File: src/rtl/lrelu_pkg.sv
// Shared definitions for the leaky-ReLU engine front end: tuser bit map,
// configuration-beat counts and the sequencer state encoding.
package lrelu_pkg;

    localparam int I_IS_NOT_MAX      = 0;
    localparam int I_IS_MAX          = 1;
    localparam int I_IS_LRELU        = 2;
    localparam int I_IS_TOP_BLOCK    = 3;
    localparam int I_IS_BOTTOM_BLOCK = 4;
    localparam int I_IS_1X1          = 5;
    localparam int I_IS_LEFT_COL     = 6;
    localparam int I_IS_RIGHT_COL    = 7;

    // Parameter words the engine consumes before data, minus 2.
    localparam int DEF_CONFIG_BEATS_3X3_2 = 19;
    localparam int DEF_CONFIG_BEATS_1X1_2 = 11;

    typedef enum logic [1:0] {
        IDLE,
        CONFIG,
        DATA
    } state_t;

endpackage

File: src/rtl/axis_reg_slice.sv
// One-stage AXI-Stream forward register slice; out_* are driven only by flops
// and hold steady while out_valid && !out_ready.
module axis_reg_slice #(
    parameter int WIDTH = 8
) (
    input  logic             aclk,
    input  logic             areset,
    input  logic             in_valid,
    output logic             in_ready,
    input  logic [WIDTH-1:0] in_data,
    output logic             out_valid,
    input  logic             out_ready,
    output logic [WIDTH-1:0] out_data
);

    assign in_ready = !out_valid || out_ready;

    // NOTE: non-blocking assignments so every flop samples pre-edge values and
    // simulation matches the synthesized registers regardless of block order.
    always_ff @(posedge aclk) begin
        if (areset) begin
            out_valid <= 1'b0;
            // NOTE: the data register is reset too, because its reset value is
            // visible on the port; a pure pipeline register would not need it.
            out_data  <= '0;
        end else if (in_ready) begin
            out_valid <= in_valid;
            if (in_valid) begin
                out_data <= in_data;
            end
        end
    end

endmodule

File: src/rtl/axis_lrelu_tuser_sequencer.sv
// Frames raw accumulator beats for axis_lrelu_engine: counts config beats,
// then data beats, and generates tuser flags and tlast behind a register slice.
module axis_lrelu_tuser_sequencer
    import lrelu_pkg::*;
#(
    parameter int TDATA_WIDTH          = 384,
    parameter int COLS_W               = 8,
    parameter int BLOCKS_W             = 8,
    parameter int CONFIG_BEATS_3X3_2   = DEF_CONFIG_BEATS_3X3_2,
    parameter int CONFIG_BEATS_1X1_2   = DEF_CONFIG_BEATS_1X1_2,
    parameter int TUSER_WIDTH_LRELU_IN = 8
) (
    input  logic                            aclk,
    input  logic                            areset,
    input  logic                            cfg_valid,
    output logic                            cfg_ready,
    input  logic                            cfg_is_1x1,
    input  logic                            cfg_is_lrelu,
    input  logic                            cfg_is_max,
    input  logic [COLS_W-1:0]               cfg_cols,
    input  logic [BLOCKS_W-1:0]             cfg_blocks,
    input  logic                            s_axis_tvalid,
    output logic                            s_axis_tready,
    input  logic [TDATA_WIDTH-1:0]          s_axis_tdata,
    output logic                            m_axis_tvalid,
    input  logic                            m_axis_tready,
    output logic [TDATA_WIDTH-1:0]          m_axis_tdata,
    output logic                            m_axis_tlast,
    output logic [TUSER_WIDTH_LRELU_IN-1:0] m_axis_tuser,
    output logic                            frame_done
);

    localparam int CNT_W   = COLS_W + 2;  // holds 3*cols-1
    localparam int CFG_W   = 16;
    localparam int SLICE_W = 1 + TUSER_WIDTH_LRELU_IN + TDATA_WIDTH;

    state_t                state;
    logic                  is_1x1, is_lrelu, is_max;
    logic [CFG_W-1:0]      cfg_cnt, cfg_last;
    logic [CNT_W-1:0]      col_cnt, col_last, right_last;
    logic [BLOCKS_W-1:0]   blk_cnt, blk_last;

    logic [COLS_W-1:0]     cols_in;
    logic [BLOCKS_W-1:0]   blocks_in;
    logic                  s_hs, slice_ready, last_beat, top_block;
    logic [TUSER_WIDTH_LRELU_IN-1:0] tuser;
    logic [SLICE_W-1:0]    slice_out;

    assign cols_in   = (cfg_cols == '0) ? COLS_W'(1) : cfg_cols;
    assign blocks_in = (cfg_blocks == '0) ? BLOCKS_W'(1) : cfg_blocks;

    assign cfg_ready     = (state == IDLE);
    assign s_axis_tready = (state != IDLE) && slice_ready;
    assign s_hs          = s_axis_tvalid && s_axis_tready;

    assign top_block = (blk_cnt == '0);
    assign last_beat = (state == DATA) && (col_cnt == col_last) && (blk_cnt == blk_last);

    // NOTE: every output of this block gets a default first, so no path
    // leaves a bit unassigned and no latch is inferred.
    always_comb begin
        tuser = '0;
        tuser[I_IS_NOT_MAX] = !is_max;
        tuser[I_IS_MAX]     = is_max;
        tuser[I_IS_LRELU]   = is_lrelu;
        tuser[I_IS_1X1]     = is_1x1;
        if (state == DATA) begin
            tuser[I_IS_LEFT_COL]     = (col_cnt == '0);
            // Right edge stays at cols-1 even when a 1x1 row is 3*cols beats.
            tuser[I_IS_RIGHT_COL]    = (col_cnt == right_last);
            tuser[I_IS_TOP_BLOCK]    = top_block;
            tuser[I_IS_BOTTOM_BLOCK] = (blk_cnt == blk_last) && !top_block;
        end
    end

    always_ff @(posedge aclk) begin
        if (areset) begin
            state      <= IDLE;
            is_1x1     <= 1'b0;
            is_lrelu   <= 1'b0;
            is_max     <= 1'b0;
            cfg_cnt    <= '0;
            cfg_last   <= '0;
            col_cnt    <= '0;
            col_last   <= '0;
            right_last <= '0;
            blk_cnt    <= '0;
            blk_last   <= '0;
            frame_done <= 1'b0;
        end else begin
            frame_done <= m_axis_tvalid && m_axis_tready && m_axis_tlast;
            case (state)
                IDLE: begin
                    if (cfg_valid) begin
                        is_1x1     <= cfg_is_1x1;
                        is_lrelu   <= cfg_is_lrelu;
                        is_max     <= cfg_is_max;
                        cfg_last   <= cfg_is_1x1 ? CFG_W'(CONFIG_BEATS_1X1_2 + 1)
                                                 : CFG_W'(CONFIG_BEATS_3X3_2 + 1);
                        col_last   <= (cfg_is_1x1 ? CNT_W'(cols_in) * CNT_W'(3)
                                                  : CNT_W'(cols_in)) - CNT_W'(1);
                        right_last <= CNT_W'(cols_in) - CNT_W'(1);
                        blk_last   <= blocks_in - BLOCKS_W'(1);
                        cfg_cnt    <= '0;
                        col_cnt    <= '0;
                        blk_cnt    <= '0;
                        state      <= CONFIG;
                    end
                end
                CONFIG: begin
                    if (s_hs) begin
                        if (cfg_cnt == cfg_last) begin
                            cfg_cnt <= '0;
                            state   <= DATA;
                        end else begin
                            cfg_cnt <= cfg_cnt + CFG_W'(1);
                        end
                    end
                end
                DATA: begin
                    if (s_hs) begin
                        if (last_beat) begin
                            state <= IDLE;
                        end else if (col_cnt == col_last) begin
                            col_cnt <= '0;
                            blk_cnt <= blk_cnt + BLOCKS_W'(1);
                        end else begin
                            col_cnt <= col_cnt + CNT_W'(1);
                        end
                    end
                end
                default: state <= IDLE;
            endcase
        end
    end

    axis_reg_slice #(
        .WIDTH (SLICE_W)
    ) u_slice (
        .aclk      (aclk),
        .areset    (areset),
        .in_valid  (s_hs),
        .in_ready  (slice_ready),
        .in_data   ({last_beat, tuser, s_axis_tdata}),
        .out_valid (m_axis_tvalid),
        .out_ready (m_axis_tready),
        .out_data  (slice_out)
    );

    assign {m_axis_tlast, m_axis_tuser, m_axis_tdata} = slice_out;

endmodule

File: config.mk
export PLATFORM = sky130hd
export DESIGN_NAME = axis_lrelu_tuser_sequencer
export DESIGN_NICKNAME = d
export VERILOG_FILES = /design/src/rtl/lrelu_pkg.sv /design/src/rtl/axis_reg_slice.sv /design/src/rtl/axis_lrelu_tuser_sequencer.sv
export SDC_FILE = /design/constraint.sdc
export NUM_CORES = 1
export LEC_CHECK = 0
export ABC_AREA = 1
export ABC_CLOCK_PERIOD_IN_PS = 3000
export CORE_AREA = 2 2 313 315
export CTS_BUF_LIST = sky130_fd_sc_hd__clkbuf_8
export CTS_CLUSTER_SIZE = 25
export DETAILED_ROUTE_END_ITERATION = 10
export DIE_AREA = 0 0 315 317
export GPL_TIMING_DRIVEN = 0
export PLACE_DENSITY = 0.43
export SETUP_SLACK_MARGIN = 0.05
export SLEW_MARGIN = 15
export SYNTH_ARGS = -nofsm -noshare
export SYNTH_HDL_FRONTEND = slang
export SYNTH_SLANG_ARGS = --single-unit
File: constraint.sdc
create_clock -name aclk -period 3 [get_ports aclk]
set_clock_uncertainty 0.1 [all_clocks]
set_input_delay 0.6 -clock aclk [delete_from_list [all_inputs] [get_ports aclk]]
set_output_delay 0.6 -clock aclk [all_outputs]
set_load 0.005 [all_outputs]
==> run_results.csv, run 1 <==
group,metric,value,unit
placement,place_area,0.02751,sq mm
min_path,min-delay-start,"s_axis_tdata[50]",
global_routing,grt_util_met1,0.2102,
floorplanning,die_width,315,um
power_and_ir_drop,p_int,15.14,mW
placement,dpl.hpwl,72050,um
worst_setup_path,r2r_end,"u_slice.out_data[140]",
detailed_routing,vias_per_cell,4.063,
global_routing,grt_pass1_wl,128900,um
yosys,synth-xor-area-share,0.01864,
floorplanning,start_util,0.1855,
sta,tightest_slew,0.8181,ns
sta,holdWs,0.3585,ns
sta,fin_crit,2.730,ns
sta,slew_headroom,0.4546,
power_and_ir_drop,combPwrFrac,0.352,
power_and_ir_drop,seqPwrFrac,0.365,
power_and_ir_drop,p_sw,8.086,mW
worst_setup_path,r2r-start,"state[1]",
sta,setup_viol,0,
yosys,yosys_warnings,0,
sta,rsz0062_at_grt,"true",
clock_network,cts.sinks,462,
final_layout,final_util,0.3066,
worst_setup_path,r2r_slack,0.29,ns
global_routing,top_usage_layer,"met2",
final_layout,final_cells,4670,
final_layout,fin_nets,3744,
global_routing,grt_max_degree,14,
floorplanning,coreArea,0.09628,sq mm
power_and_ir_drop,clkPwrFrac,0.284,
yosys,yosysTopAreaCell,"dfxtp_1",
sta,max_freq,366.2,MHz
clock_network,clk_pin_slew_worst_paths,0.06,ns
yosys,synth.most_common_cell,"nor2_1",
clock_network,cts_tree,"done",
floorplanning,rows,114,
floorplanning,die_y,317,um
yosys,ys_seq_elements,462,
yosys,yosys.area_share.simple,0.2466,
floorplanning,die_area,0.09986,sq mm
yosys,synth_fa_ha_area_frac,0.01681,
power_and_ir_drop,p_leak,12.07,nW
detailed_routing,drt_iter0_drc,892,
clock_network,hold_buffers,0,
yosys,syn_area_per_cell,7.417,sq um
yosys,synth_top_family_by_area,"simple AND/OR/NAND/NOR gates",
worst_setup_path,critical_path_arrival,3.26,ns
detailed_routing,drtAntennaViolNets,0,
clock_network,clock_path_buffers,3,
worst_setup_path,critPathKind,"primary input to flip-flop",
yosys,netlist_area,0.01786,sq mm
power_and_ir_drop,switching_share,0.3482,
yosys,ys.flop_type,"dfxtp_1",
worst_setup_path,critPathMaxFanout,4,
placement,placed_cells,4488,
min_path,min_to,"u_slice.out_data[50]",
global_routing,grt_usage,0.1748,
final_layout,drive_above_1_share,0.05171,
clock_network,root_buffer,"clkbuf_8",
yosys,yosysSeqAreaShare,0.5179,
global_routing,grtUsageMet3,0.07069,
yosys,muxShareOfSynthArea,0,
yosys,syn_inst,2408,
worst_setup_path,ff2ff_path_depth,8,
power_and_ir_drop,powerDensity,786.6,mW/mm^2
detailed_routing,avgRoutedWirePerCell,19.53,um
detailed_routing,vias,18970,
floorplanning,io_pins,805,
clock_network,htree_levels,3,
power_and_ir_drop,peakVddDrop,0.3641,mV
global_routing,overflow,0,
sta,hold_viol,0,
detailed_routing,dr.pass1.iters,5,
yosys,synth_area_leaders,"dfxtp_1 52%, nor2_1 18%, o21ai_0 12%",
placement,gp_congestion,0.8303,
yosys,syn-num-nets,2840,
detailed_routing,drt-total-wl,91210,um
power_and_ir_drop,p_total,23.22,mW
global_routing,antenna_found_initial,12,
yosys,synth_edf_count,0,
job,max_cap_violations,0,
sta,period_share,0.9102,
clock_network,numCtsBuffers,92,
global_routing,grt_pass1_vias,18860,
yosys,synth_common_cells,"864 x nor2_1, 462 x dfxtp_1, 426 x o21ai_0",
status,status,"finished clean",
final_layout,syn2layout_area_growth,65.30,%
sta,final_max_slew_viol_count,0,
worst_setup_path,crit_path_end_kind,"flip-flop",
clock_network,clk_latency,0.73,ns
yosys,synth_cell_types,37,
yosys,ys_async_sr_fraction,0,
final_layout,stdcell_area,0.02952,sq mm
placement,io_buffer_count,804,
worst_setup_path,cp-start-kind,"primary input",
yosys,synth_compound_area_frac,0.1446,
worst_setup_path,required,3.53,ns
yosys,synth.top_cell.area_share,0.5179,
detailed_routing,drc,0,
min_path,hold_class,"primary input to flip-flop",
global_routing,grt_util_met2,0.2864,
min_path,whs_path_depth,3,
[state kept, by name, indices dropped and copies added, names as in the netlist, 2 cells and up]
| signal | flops |
|---|---|
| cfg_last | 3 |
| cfg_cnt | 16 |
| u_slice.out_data | 393 |
| right_last | 8 |
| col_last | 10 |
| col_cnt | 10 |
| blk_cnt | 8 |
| blk_last | 8 |
| state | 2 |
[kinds of logic (layout without fill, tap and decap cells)]
| kind of cell | after synthesis | in the layout |
|---|---|---|
| fa+ha+maj | 24 | 24 |
| simple gates | 1117 | 1117 |
| xor+xnor | 38 | 38 |
| other cells | 0 | 10 |
| buf+inv | 262 | 1238 |
| flops | 462 | 462 |
| compound gates | 505 | 505 |
[routing by layer]
layer / vias to the layer above / share of wire
li1: 9582 / -
met1: 8666 / 0.42
met2: 609 / 0.47
met3: 113 / 0.092
met4: 4 / 0.021
met5: - / 0.00024
[cell type report]
| type | count | area [sq um] |
|---|---|---|
| sequential | 462 | 9249 |
| clock inverter | 51 | 284.0 |
| buffer | 152 | 585.6 |
| clock buffer | 115 | 1583 |
| timing repair buffer | 810 | 8104 |
| inverter | 110 | 412.9 |
| tap | 1276 | 1597 |
| multi-input combinational | 1684 | 7682 |
| fill | 10550 | 66760 |
| antenna | 10 | 25.02 |
[what timing repair did]
| action | CTS | global route |
|---|---|---|
| pin swaps | 3 | 1 |
| setup buffers | 6 | 0 |
| endpoints found under the setup margin | 402 | 37 |
| resized for setup | 10 | 28 |
[critical path, cell delays in order]
cell and delay [ns]:
dlygate4sd2_1 0.29, inv_1 0.12, ha_2 0.22, nand2_2 0.10
nor2_1 0.13, nand2_2 0.08, nand2_2 0.11, ha_4 0.22
ha_1 0.19, inv_1 0.05, nand2_1 0.10, nor2_1 0.14
o21ai_2 0.10, nor2_2 0.16, nand3_1 0.15, nor2_2 0.18
nand2_1 0.06, nand2_1 0.05, nand3_1 0.07, nand2_1 0.09
inv_1 0.04
[stage by stage]
step / worst slack, ns / TNS, ns
2_1_floorplan: 0.05028 / 0
3_3_place_gp: -1.219 / -316.49
3_5_place_dp: -1.162 / -313.99
4_1_cts: 0.06367 / 0
5_1_grt: -0.02539 / -0.02539
6_report: 0.2695 / 0
[worst max path at each step]
stage	endpoint	cells after the start	slack [ns]	start
global placement	col_last[8]	21	-1.22	cfg_cols[6]
detailed placement	col_last[8]	21	-1.16	cfg_cols[6]
CTS	col_last[8]	20	0.06	cfg_cols[7]
floorplan	col_last[8]	20	0.05	cfg_cols[5]
global route	col_last[8]	20	-0.03	cfg_cols[5]
finish	col_last[8]	21	0.27	cfg_cols[5]
[power by group through the flow]
stage	Sequential, mW	Clock (mW)	Combinational (mW)
global route	8.65	7.15	9.06
CTS	8.47	6.85	8.35
detailed placement	8.56	0	8.26
floorplan	8.60	0	2.85
finish	8.47	6.59	8.16
global placement	8.55	0	8.33
[layout by cell type, fill, tap and decap left out, drive strengths merged, types with 3 or more instances in the layout]
master / netlist / final
a21oi: 57 / 57
buf: 7 / 13
clkbuf: 145 / 260
clkdlybuf4s50: 0 / 798
clkinv: 1 / 4
dfxtp: 462 / 462
diode: 0 / 10
dlygate4sd2: 0 / 3
ha: 24 / 24
inv: 109 / 154
nand2: 149 / 149
nand3: 52 / 52
nand4: 15 / 15
nor2: 868 / 868
nor3: 21 / 21
nor3b: 5 / 5
nor4: 5 / 5
o21ai: 426 / 426
o22ai: 7 / 7
xnor2: 19 / 19
xor2: 19 / 19
No activity file was read; power rests on OpenSTA's default activity.
==> inputs of run 2 (changes only) <==
- CTS_BUF_LIST: sky130_fd_sc_hd__clkbuf_8 -> default
==> run 2 against run 1 <==
Effect of this change: global-route usage is 0.13 points lower; non-clock buffer count is 1 lower; wire length hardly changed; die area stayed put; sequential share of layout area hardly changed; maximum frequency is 5.5% lower; critical path depth is 15 lower; critical endpoint is now u_slice.out_data[163]; highest routed layer unchanged.
==> run_results.csv, run 2 (same netlist as run 1, synthesis figures left out) <==
group,metric,value,unit
power_and_ir_drop,p_total,23.60,mW
worst_setup_path,cp-start-kind,"primary input",
worst_setup_path,cp_top_family,"buffers and inverters",
final_layout,reg_top3,"u_slice.out_data (393), cfg_cnt (16)",
worst_setup_path,critPathMaxFanout,10,
sta,period_share,0.9633,
job,max_cap_violations,0,
floorplanning,coreArea,0.09628,sq mm
status,status,"finished clean",
detailed_routing,vias,18880,
floorplanning,die_area,0.09986,sq mm
global_routing,top_usage_layer,"met2",
detailed_routing,drt_iter0_drc,969,
floorplanning,rows,114,
global_routing,grt_max_degree,16,
clock_network,clk_pin_slew_worst_paths,0.06,ns
global_routing,grtUsageMet3,0.06743,
worst_setup_path,ff2ff_path_depth,8,
global_routing,overflow,0,
worst_setup_path,r2r_slack,0.31,ns
worst_setup_path,crit_path_end,"u_slice.out_data[163]",
power_and_ir_drop,p_sw,8.024,mW
global_routing,grt_util_met1,0.2094,
detailed_routing,vias_per_cell,4.099,
global_routing,grt_pass1_wl,128300,um
sta,setup_viol,0,
min_path,hold_class,"flip-flop to flip-flop",
worst_setup_path,path_depth,6,
worst_setup_path,cp-startpoint,"areset",
sta,fin_crit,2.890,ns
clock_network,htree_levels,2,
power_and_ir_drop,p_int,15.58,mW
worst_setup_path,r2r_end,"u_slice.out_data[64]",
worst_setup_path,critical_path_arrival,3.35,ns
placement,dpl.hpwl,72050,um
sta,rsz0062_at_grt,"true",
worst_setup_path,r2r-start,"state[1]",
global_routing,antenna_found_initial,14,
floorplanning,start_util,0.1855,
floorplanning,die_width,315,um
final_layout,nFillCells,10490,
final_layout,layout_commonest_cell,"nor2_1",
clock_network,hold_buffers,0,
final_layout,largest_reg_flops,393,
sta,hold_viol,0,
clock_network,cts_tree,"done",
power_and_ir_drop,powerDensity,799.6,mW/mm^2
detailed_routing,dr.pass1.iters,5,
placement,io_buffer_count,804,
power_and_ir_drop,combPwrFrac,0.347,
power_and_ir_drop,clkPwrFrac,0.294,
sta,max_freq,346.0,MHz
final_layout,drive_above_1_share,0.04306,
worst_setup_path,required,3.46,ns
clock_network,cts.sinks,462,
clock_network,clk_latency,0.64,ns
worst_setup_path,critical_path_buf_inv_count,4,
sta,tightest_slew,0.7922,ns
power_and_ir_drop,switching_share,0.3400,
power_and_ir_drop,seqPwrFrac,0.359,
sta,slew_headroom,0.4718,
sta,fin_setup_tns,0,ns
clock_network,clock_path_buffers,3,
detailed_routing,avgRoutedWirePerCell,19.79,um
floorplanning,die_y,317,um
power_and_ir_drop,peakVddDrop,0.4649,mV
floorplanning,io_pins,805,
worst_setup_path,crit_path_end_kind,"flip-flop",
worst_setup_path,critPathKind,"primary input to flip-flop",
global_routing,grt_util_met2,0.2841,
detailed_routing,drt-total-wl,91140,um
worst_setup_path,path_cells,"clkdlybuf4s50_1 > clkinvlp_4 > clkbuf_1 > clkdlybuf4s15_1 > o21ai_0 > nor2_1",
sta,final_max_slew_viol_count,0,
final_layout,syn2layout_area_growth,65.26,%
final_layout,top_register,"u_slice.out_data",
sta,holdWs,0.3620,ns
min_path,whs_path_depth,2,
worst_setup_path,crit_path_max_incr_delay,0.81,ns
final_layout,final_cell_mix,"861 x nor2_1, 797 x clkdlybuf4s50_1, 462 x dfxtp_1",
placement,gp_congestion,0.8303,
worst_setup_path,cp_slowest_cell,"clkdlybuf4s15_1",
detailed_routing,drtAntennaViolNets,0,
power_and_ir_drop,p_leak,11.86,nW
clock_network,numCtsBuffers,58,
global_routing,grt_usage,0.1735,
clock_network,root_buffer,"clkbuf_16",
global_routing,grt_pass1_vias,18550,
final_layout,fin_nets,3709,
detailed_routing,drc,0,
run 2: power groups by stage:
stage | clock network, mW | registers [mW] | logic, mW
4_1_cts | 7.19 | 8.46 | 8.35
3_3_place_gp | 0 | 8.55 | 8.33
2_1_floorplan | 0 | 8.60 | 2.85
6_report | 6.94 | 8.46 | 8.20
5_1_grt | 7.43 | 8.65 | 9.07
3_5_place_dp | 0 | 8.56 | 8.26
run 2: layer usage:
metal / vias up / part of all wire
met1: 8649 / 0.42
met5: - / 0.00030
met4: 4 / 0.022
met2: 614 / 0.47
met3: 103 / 0.096
li1: 9506 / -
run 2: tightest hold or removal path, stage by stage, from the launching register on:
cell	delay, ns
dfxtp_1	0.31
nand2_1	0.06
a21oi_1	0.06
run 2: repair_timing:
action,CTS,global route
setup buffers,5,0
cloned,0,0
pin swaps,5,2
endpoints found under the setup margin,402,42
gates resized for setup,13,44
run 2: stage by stage:
| stage | utilization | cell area [sq um] | worst slack, ns | cells |
|---|---|---|---|---|
| global route | 0.3065 | 29510 | 0.01522 | 4603 |
| CTS | 0.3056 | 29430 | 0.06404 | 4597 |
| global placement | 0.2857 | 27510 | -1.219 | 4488 |
| finish | 0.3066 | 29510 | 0.1100 | 4605 |
| floorplan | - | 17860 | 0.05028 | 2408 |
| detailed placement | 0.2857 | 27510 | -1.162 | 4488 |
run 2: worst min path at each step:
stage / startpoint / slack, ns / to
finish: cfg_cnt[14] / 0.36 / cfg_cnt[14]
global route: u_slice.out_data[391] / 0.39 / u_slice.out_data[391]
CTS: cfg_cnt[14] / 0.36 / cfg_cnt[14]
detailed placement: cfg_cnt[14] / 0.35 / cfg_cnt[14]
global placement: cfg_cnt[14] / 0.36 / cfg_cnt[14]
floorplan: cfg_cnt[14] / 0.34 / cfg_cnt[14]
run 2: layout make-up:
type                            instances  area [sq um]  area share
Clock inverter                         10         101.3    0.003434
Inverter                              110         416.7     0.01412
Clock buffer                           94          1758     0.05956
Multi-Input combinational cell       1684          7707      0.2611
Tap cell                             1276          1597     0.05409
Sequential cell                       462          9249      0.3134
Timing Repair Buffer                  809          8074      0.2736
Antenna cell                            8         20.02   0.0006783
Buffer                                152         591.8     0.02005
